## config.mk

```make
export PLATFORM = sky130hd
export DESIGN_NAME = alarm_ctrl_flat
export DESIGN_NICKNAME = d
export VERILOG_FILES = /design/src/rtl/alarm_ctrl_if.sv /design/src/rtl/alarm_ctrl.sv /design/src/flat_wrapper.sv
export SDC_FILE = /design/constraint.sdc
export NUM_CORES = 1
export LEC_CHECK = 0
export CAP_MARGIN = 25
export CORE_MARGIN = 2
export CORE_UTILIZATION = 55
export CTS_CLUSTER_DIAMETER = 200
export CTS_CLUSTER_SIZE = 25
export DETAILED_ROUTE_END_ITERATION = 10
export PLACE_DENSITY = 0.74
export SYNTH_ARGS = -nofsm -noshare
export SYNTH_HDL_FRONTEND = slang
export SYNTH_SLANG_ARGS = --single-unit
```

## constraint.sdc

```tcl
create_clock -name clk -period 5.3 [get_ports clk]
set_input_delay 1.325 -clock clk [delete_from_list [all_inputs] [get_ports clk]]
set_output_delay 1.325 -clock clk [all_outputs]
set_load 0.01 [all_outputs]
```

## src/rtl/alarm_ctrl_if.sv

```systemverilog
// Signal bundle between the time-compare/button logic and the alarm sequencer.
// The master side drives the alarm inputs; the slave side is the controller.
interface alarm_ctrl_if #(
    parameter int unsigned MAX_SNOOZE = 3
);
    logic                                toggle_switch;
    logic                                match;
    logic                                sec_tick;
    logic                                snooze_btn;
    logic                                stop_btn;
    logic                                speaker_out;
    logic                                ringing;
    logic                                snoozed;
    logic [$clog2(MAX_SNOOZE+1)-1:0]     snooze_cnt;

    modport master (
        output toggle_switch, match, sec_tick, snooze_btn, stop_btn,
        input  speaker_out, ringing, snoozed, snooze_cnt
    );

    modport slave (
        input  toggle_switch, match, sec_tick, snooze_btn, stop_btn,
        output speaker_out, ringing, snoozed, snooze_cnt
    );
endinterface

```

## src/rtl/alarm_ctrl.sv

```systemverilog
// Alarm sequencer: arms on the switch, rings on a match rising edge, and
// handles 1 Hz beep cadence, snooze, stop and ring timeout in seconds.
module alarm_ctrl #(
    parameter int unsigned SNOOZE_SEC       = 300,
    parameter int unsigned RING_TIMEOUT_SEC = 60,
    parameter int unsigned MAX_SNOOZE       = 3
) (
    input  logic         clk,
    input  logic         reset,
    alarm_ctrl_if.slave  bus
);
    localparam int unsigned CNT_MAX = (SNOOZE_SEC > RING_TIMEOUT_SEC) ? SNOOZE_SEC : RING_TIMEOUT_SEC;
    localparam int unsigned CW      = $clog2(CNT_MAX + 1);
    localparam int unsigned SW      = $clog2(MAX_SNOOZE + 1);

    typedef enum logic [1:0] {IDLE, ARMED, RING, SNOOZE} state_t;

    state_t          state;
    logic            match_q;
    logic            snooze_q;
    logic            stop_q;
    logic            beep_phase;
    logic [CW-1:0]   ring_cnt;
    logic [CW-1:0]   snz_cnt;
    logic [SW-1:0]   snooze_cnt;

    logic match_rise;
    logic snooze_rise;
    logic stop_rise;

    assign match_rise  = bus.match      & ~match_q;
    assign snooze_rise = bus.snooze_btn & ~snooze_q;
    assign stop_rise   = bus.stop_btn   & ~stop_q;

    always_ff @(posedge clk) begin
        if (reset) begin
            state      <= IDLE;
            match_q    <= 1'b0;
            snooze_q   <= 1'b0;
            stop_q     <= 1'b0;
            beep_phase <= 1'b0;
            ring_cnt   <= '0;
            snz_cnt    <= '0;
            snooze_cnt <= '0;
        end else begin
            match_q  <= bus.match;
            snooze_q <= bus.snooze_btn;
            stop_q   <= bus.stop_btn;

            if (!bus.toggle_switch) begin
                state      <= IDLE;
                beep_phase <= 1'b0;
                ring_cnt   <= '0;
                snz_cnt    <= '0;
                snooze_cnt <= '0;
            end else begin
                case (state)
                    IDLE: state <= ARMED;

                    ARMED: begin
                        if (match_rise) begin
                            state      <= RING;
                            ring_cnt   <= '0;
                            beep_phase <= 1'b1;
                        end
                    end

                    RING: begin
                        // A refused snooze (quota spent) falls through so the tick still counts.
                        if (stop_rise) begin
                            state      <= ARMED;
                            snooze_cnt <= '0;
                        end else if (snooze_rise && (snooze_cnt < SW'(MAX_SNOOZE))) begin
                            state      <= SNOOZE;
                            snooze_cnt <= snooze_cnt + 1'b1;
                            snz_cnt    <= CW'(SNOOZE_SEC);
                        end else if (bus.sec_tick) begin
                            beep_phase <= ~beep_phase;
                            ring_cnt   <= ring_cnt + 1'b1;
                            if (ring_cnt == CW'(RING_TIMEOUT_SEC - 1)) begin
                                state      <= ARMED;
                                snooze_cnt <= '0;
                            end
                        end
                    end

                    SNOOZE: begin
                        if (stop_rise) begin
                            state      <= ARMED;
                            snooze_cnt <= '0;
                        end else if (bus.sec_tick) begin
                            snz_cnt <= snz_cnt - 1'b1;
                            if (snz_cnt == CW'(1)) begin
                                state      <= RING;
                                ring_cnt   <= '0;
                                beep_phase <= 1'b1;
                            end
                        end
                    end

                    default: state <= IDLE;
                endcase
            end
        end
    end

    assign bus.speaker_out = (state == RING) & beep_phase;
    assign bus.ringing     = (state == RING);
    assign bus.snoozed     = (state == SNOOZE);
    assign bus.snooze_cnt  = snooze_cnt;
endmodule

```

## src/flat_wrapper.sv

```systemverilog
// flat-port wrapper written by rule: the top's interface ports become plain ports
module alarm_ctrl_flat 
#(
    parameter int unsigned SNOOZE_SEC       = 300,
    parameter int unsigned RING_TIMEOUT_SEC = 60,
    parameter int unsigned MAX_SNOOZE       = 3
)
  (clk, reset, bus_toggle_switch, bus_match, bus_sec_tick, bus_snooze_btn, bus_stop_btn, bus_speaker_out, bus_ringing, bus_snoozed, bus_snooze_cnt);
  alarm_ctrl_if #(.MAX_SNOOZE(MAX_SNOOZE)) bus_i ();
  input  logic clk;
  input  logic reset;
  input wire logic [$bits(bus_i.toggle_switch)-1:0] bus_toggle_switch;
  input wire logic [$bits(bus_i.match)-1:0] bus_match;
  input wire logic [$bits(bus_i.sec_tick)-1:0] bus_sec_tick;
  input wire logic [$bits(bus_i.snooze_btn)-1:0] bus_snooze_btn;
  input wire logic [$bits(bus_i.stop_btn)-1:0] bus_stop_btn;
  output wire logic [$bits(bus_i.speaker_out)-1:0] bus_speaker_out;
  output wire logic [$bits(bus_i.ringing)-1:0] bus_ringing;
  output wire logic [$bits(bus_i.snoozed)-1:0] bus_snoozed;
  output wire logic [$bits(bus_i.snooze_cnt)-1:0] bus_snooze_cnt;
  assign bus_i.toggle_switch = bus_toggle_switch;
  assign bus_i.match = bus_match;
  assign bus_i.sec_tick = bus_sec_tick;
  assign bus_i.snooze_btn = bus_snooze_btn;
  assign bus_i.stop_btn = bus_stop_btn;
  assign bus_speaker_out = bus_i.speaker_out;
  assign bus_ringing = bus_i.ringing;
  assign bus_snoozed = bus_i.snoozed;
  assign bus_snooze_cnt = bus_i.snooze_cnt;
  alarm_ctrl #(.SNOOZE_SEC(SNOOZE_SEC), .RING_TIMEOUT_SEC(RING_TIMEOUT_SEC), .MAX_SNOOZE(MAX_SNOOZE)) u_core (.clk(clk), .reset(reset), .bus(bus_i));
endmodule
```

== Word-level counts from Yosys, hierarchy flattened ==
Cells that the tools add are included.
Storage, ports and cells
  bits in read-only memories: 0
  bits in latches: 0
  bits of input ports: 7
  memories: 0
  register bits: 26
  bits in writable memories: 0
Cells by class
  bitwise logic cells: 9
  shift-type cells: 0
  mux-type cells: 36
  equality and inequality tests: 18
  divide/modulo/power cells: 0
  add/sub/neg operators: 3
  multiply operators: 0
  reductions and logical operators: 9
  order comparisons: 1
Operator list (number)
  two-way mux 9 bit: 11
  case mux 9 bit (3 select lines): 1
  two-way mux 2 bit: 13
  case mux 9 bit (2 select lines): 1
  inequality test 2 bit (second input constant): 5
  AND reduction 5 bit: 2
  adder 9 x 1 -> 9 bit (second input constant): 1
  == test 9 x 1 -> 1 bit (second input constant): 1
  == test 9 x 6 -> 1 bit (second input constant): 1
  subtractor 9 x 1 -> 9 bit (second input constant): 1
  inequality test 2 x 1 -> 1 bit (second input constant): 4
  case mux 2 bit (4 select lines): 1
  AND reduction 8 bit: 1
  two-way mux 1 bit: 7
  NOT 1 bit: 5
  AND 1 bit: 4
  == test 2 bit (second input constant): 2
  inequality test 4 x 1 -> 1 bit (second input constant): 1
  inequality test 4 x 2 -> 1 bit (second input constant): 1
  case mux 2 bit (2 select lines): 1
  AND reduction 4 bit: 1
  inequality test 3 x 1 -> 1 bit (second input constant): 1
  inequality test 3 x 2 -> 1 bit (second input constant): 1
  case mux 1 bit (3 select lines): 1
  8 further kinds: 8

== Logic depth before layout (Yosys ltp) ==
  word-level depth: 6
  mapped depth: 7
  mapped depth without buffers: 7

== Worst setup path after synthesis ==
Ideal clock, no wire load.
  kind: input port to flip-flop
  start point: in bus_sec_tick
  end point: reg u_core.state[1]
  path buffers: 0
  stages: 5
  library setup time: 132 ps
  slack: 2797 ps
  data required time: 5168 ps
  data arrival time: 2371 ps
  cells stage by stage: or4b_2 > nor3_1 > nand4_1 > a21oi_1 > nor3_1
On the way
  word-level cells in the longest chain between the ends: 2
Ends and longest elaborated chain
  from (decl): line flat_wrapper.sv:14  | input wire logic [$bits(bus_i.sec_tick)-1:0] bus_sec_tick;
  inequality test 4 x 2 -> 1 bit (no source line) or inequality test 3 x 2 -> 1 bit (tied branches)
  AND reduction 5 bit (no source line) (*)
  to (signal assigned): line alarm_ctrl.sv:37  | state <= IDLE;
  to (signal assigned): line alarm_ctrl.sv:51  | state <= IDLE;
  to (signal assigned): line alarm_ctrl.sv:58  | IDLE: state <= ARMED;
  to (decl): line alarm_ctrl.sv:18  | state_t state;
Every way passes the cells marked *; elsewhere a longest branch is shown, timed or not.
A chain may end at the register's enable or synchronous reset.

== Worst setup path in the final report ==
  start point: reg u_core.state[1]
  end point: out bus_speaker_out
On the way
  word-level cells in the longest chain between the ends: 2
Ends and longest elaborated chain
  == test 2 bit: line alarm_ctrl.sv:107  | assign bus.speaker_out = (state == RING) & beep_phase;
  AND 1 bit: line alarm_ctrl.sv:107
  to (decl): line flat_wrapper.sv:17  | output wire logic [$bits(bus_i.speaker_out)-1:0] bus_speaker_out;
No other way between the ends.

==> results.toml <==
[outcome]
status = "completed"

[grt]
grt.overflow.total = 0
antenna_found_initial = 0
grt_pass1_wl_mm = 4.85
grt_usage_pct = 22.8
grt_pass1_vias = 1086
grt_max_degree = 14

[critical_path]
critPathMaxStageDelay_ps = 530
ff2ff_setup_slack_ps = 3360
crit_slowest_cell = "clkdlybuf4s50_1"
worstPathArrival_ps = 1840
crit_chain = "nand2b_4, inv_1, and2_1, clkdlybuf4s50_1"
r2r_start = "u_core.snz_cnt[1]"
start_kind = "register"
path_delay_family = "buffers and inverters"
path_buf_inv = 2
critPathCaptureType = "output pin"
timing.rr.end = "u_core.state[0]"
r2r_cells = 7
critical_path_class = "reg2out"
path_max_fanout = 7
path_depth = 4
cp.required_ps = 3970

[clock_network]
clk_latency_ps = 330
cts_tree = "done"
htree_levels = 1
path_clk_slew_ps = 130
cts_setup_buffers = 0
clock_sinks = 26
cts-resized-gates = 0
ctsHoldBuffers = 0
root_buffer = "clkbuf_4"
clockBufferDepth = 2
cts_buffers = 3

[synth]
async_reset_ff_share_pct = 0
synth_area_leader_cell = "dfxtp_1"
synth_mux_area_share_pct = 1.57
synth.avg_cell_area_um2 = 8.75
synth-xor-area-share_pct = 7.75
synth.distinct_cells = 41
syn-num-nets = 166
synth_warnings = 0
synth_compound_area_share_pct = 12.1
synthCells = 155
synth_edf_count = 0
synthAdderAreaFrac_pct = 3.69
netlist_top_cells_count = "26 x dfxtp_1, 20 x nor2_1, 12 x a21oi_1, 10 x nand2_1, 9 x nand4_1"
ys_ff_latch = 26
ys.flop_type = "dfxtp_1"
synth.area.top_cells = "dfxtp_1 38%, nor2_1 5.5%, xnor2_1 4.5%, a21oi_1 4.4%, nand4_1 4.2%"
synth_area_mm2 = 0.00136
synth_top_area_share_pct = 38.4
synth.most_common_cell = "dfxtp_1"
ys_seq_area_share_pct = 38.4
synth_top_family_by_area = "simple AND/OR/NAND/NOR gates"
yosys.area_share.simple_pct = 34.3

[floorplanning]
dieWidth_um = 53.7
num_rows = 17
floorplan.initialDensity_pct = 59.6
ios = 12
die_y_um = 53.7
die_area_mm2 = 0.00288
core_area_mm2 = 0.00228

[placed_design]
hpwl_mm = 2.06
gp_congestion = 0.879
portBuffers = 11
placed_cell_area_mm2 = 0.00150

[layout]
antenna_cells = 0
area_growth_pct = 12.1
drive_gt1_share_pct = 9.52
num-nets-final = 181
fin_area_mm2 = 0.00152

[sta]
clock.fmax_mhz = 316
worst_slew_pin_slew_ps = 473
fin_skew_ps = 13.2
slew_headroom_pct = 68.4
fin_crit_ps = 3170
setup-violations-final = 0
tns_ps = 0
finalHoldViolCount = 0
rsz0062_at_grt = "no"
period_share_pct = 59.8
slew_violations = 0

[power]
power_density_mw_per_mm2 = 206
p_leak_nw = 0.528
irDropWorstVdd_uv = 168

[drt]
wl_per_cell_um = 14.4
drt_wl_total_mm = 2.83
antenna_left = 0
first_iter_violations = 28
vias_per_cell = 6.09
vias = 1193
drc_errors = 0
first_pass_iters = 4

[min_path]
hold_end = "u_core.beep_phase"
worst_hold_path.num_cells = 1
hp-start = "u_core.beep_phase"
min_path_type = "reg2reg"

[job]
drv_cap = 0
==> worst max path at each step <==
stage / start / slack, ps / endpoint
global placement: bus_snooze_btn / 2160 / u_core.bus.snooze_cnt[0]
detailed placement: bus_sec_tick / 2110 / u_core.state[1]
CTS: u_core.state[1] / 2160 / bus_speaker_out
finish: u_core.state[1] / 2130 / bus_speaker_out
global route: u_core.state[1] / 2050 / bus_speaker_out
floorplan: bus_sec_tick / 2800 / u_core.state[1]
==> cell families after synthesis <==
group	count (synthesis)
buffers and inverters	8
muxes	2
AOI/OAI and AO/OA	25
adders and majority gates	4
xor gates and xnor gates	12
and+or+nand+nor	78
DFF	26
==> worst reg2reg max path, stage by stage, from the launching register on <==
cell,delay (ps)
dfxtp_1,370
inv_1,100
ha_1,140
or4b_2,610
nor2_1,130
a21oi_1,120
nand2_1,250
a41oi_1,80
==> area by class of cell <==
class | instances | area (um^2)
multi-input cells | 121 | 806
fillers | 186 | 756
flip-flops and latches | 26 | 520
repair buffers | 11 | 110
well taps | 28 | 35.0
inverters | 7 | 26.3
clock buffers | 3 | 22.5
==> power by group <==
group	leakage, nW	switching, mW	internal [mW]	total [mW]
Sequential	0.211	0.00269	0.198	0.201
Clock	0.0138	0.0582	0.0267	0.0849
Combinational	0.304	0.0151	0.0125	0.0276
==> per-layer routing <==
layer | wire (um) | track usage, %
met1 | 1410 | 32.5
met5 | 0 | 0
met3 | 113 | 2.78
met2 | 1280 | 34.8
met4 | 27 | 9.40
==> sequential cells by signal, summed over array words and instances, names as in the netlist <==
signal and cells:
u_core.ring_cnt 9, u_core.match_q 1, u_core.snz_cnt 9, u_core.bus.snooze_cnt 2, u_core.beep_phase 1, u_core.snooze_q 1
u_core.state 2, u_core.stop_q 1
==> cells in the final DEF (no fill, tap or decap), types with 2 or more instances in the layout <==
cell             Yosys  final
dfxtp_1             26     26
nor2_1              20     20
a21oi_1             12     12
clkdlybuf4s50_1      0     11
nand2_1             10     10
nand4_1              9      9
nor3_1               8      8
inv_1                7      7
xnor2_1              7      7
xor2_1               5      5
nand3_1              4      4
o21ai_0              4      4
ha_1                 4      4
and2_1               3      3
nor2b_1              3      3
clkbuf_4             0      3
nand2b_1             2      2
or4b_2               2      2
or3_1                2      2
and3_1               2      2
o21a_1               2      2
nor4_1               2      2
==> per-stage QoR <==
step / setup slack, ps / cells / utilization (%) / hold WS (ps) / power [mW]
2_1_floorplan: 2800 / 155 / - / 454 / 0.222
3_5_place_dp: 2110 / 193 / 65.8 / 475 / 0.232
6_report: 2130 / 196 / 66.8 / 507 / 0.313
3_3_place_gp: 2160 / 193 / 65.8 / 471 / 0.232
5_1_grt: 2050 / 196 / 66.8 / 537 / 0.324
4_1_cts: 2160 / 196 / 66.8 / 510 / 0.314
Power figures use the tool's default switching activity.
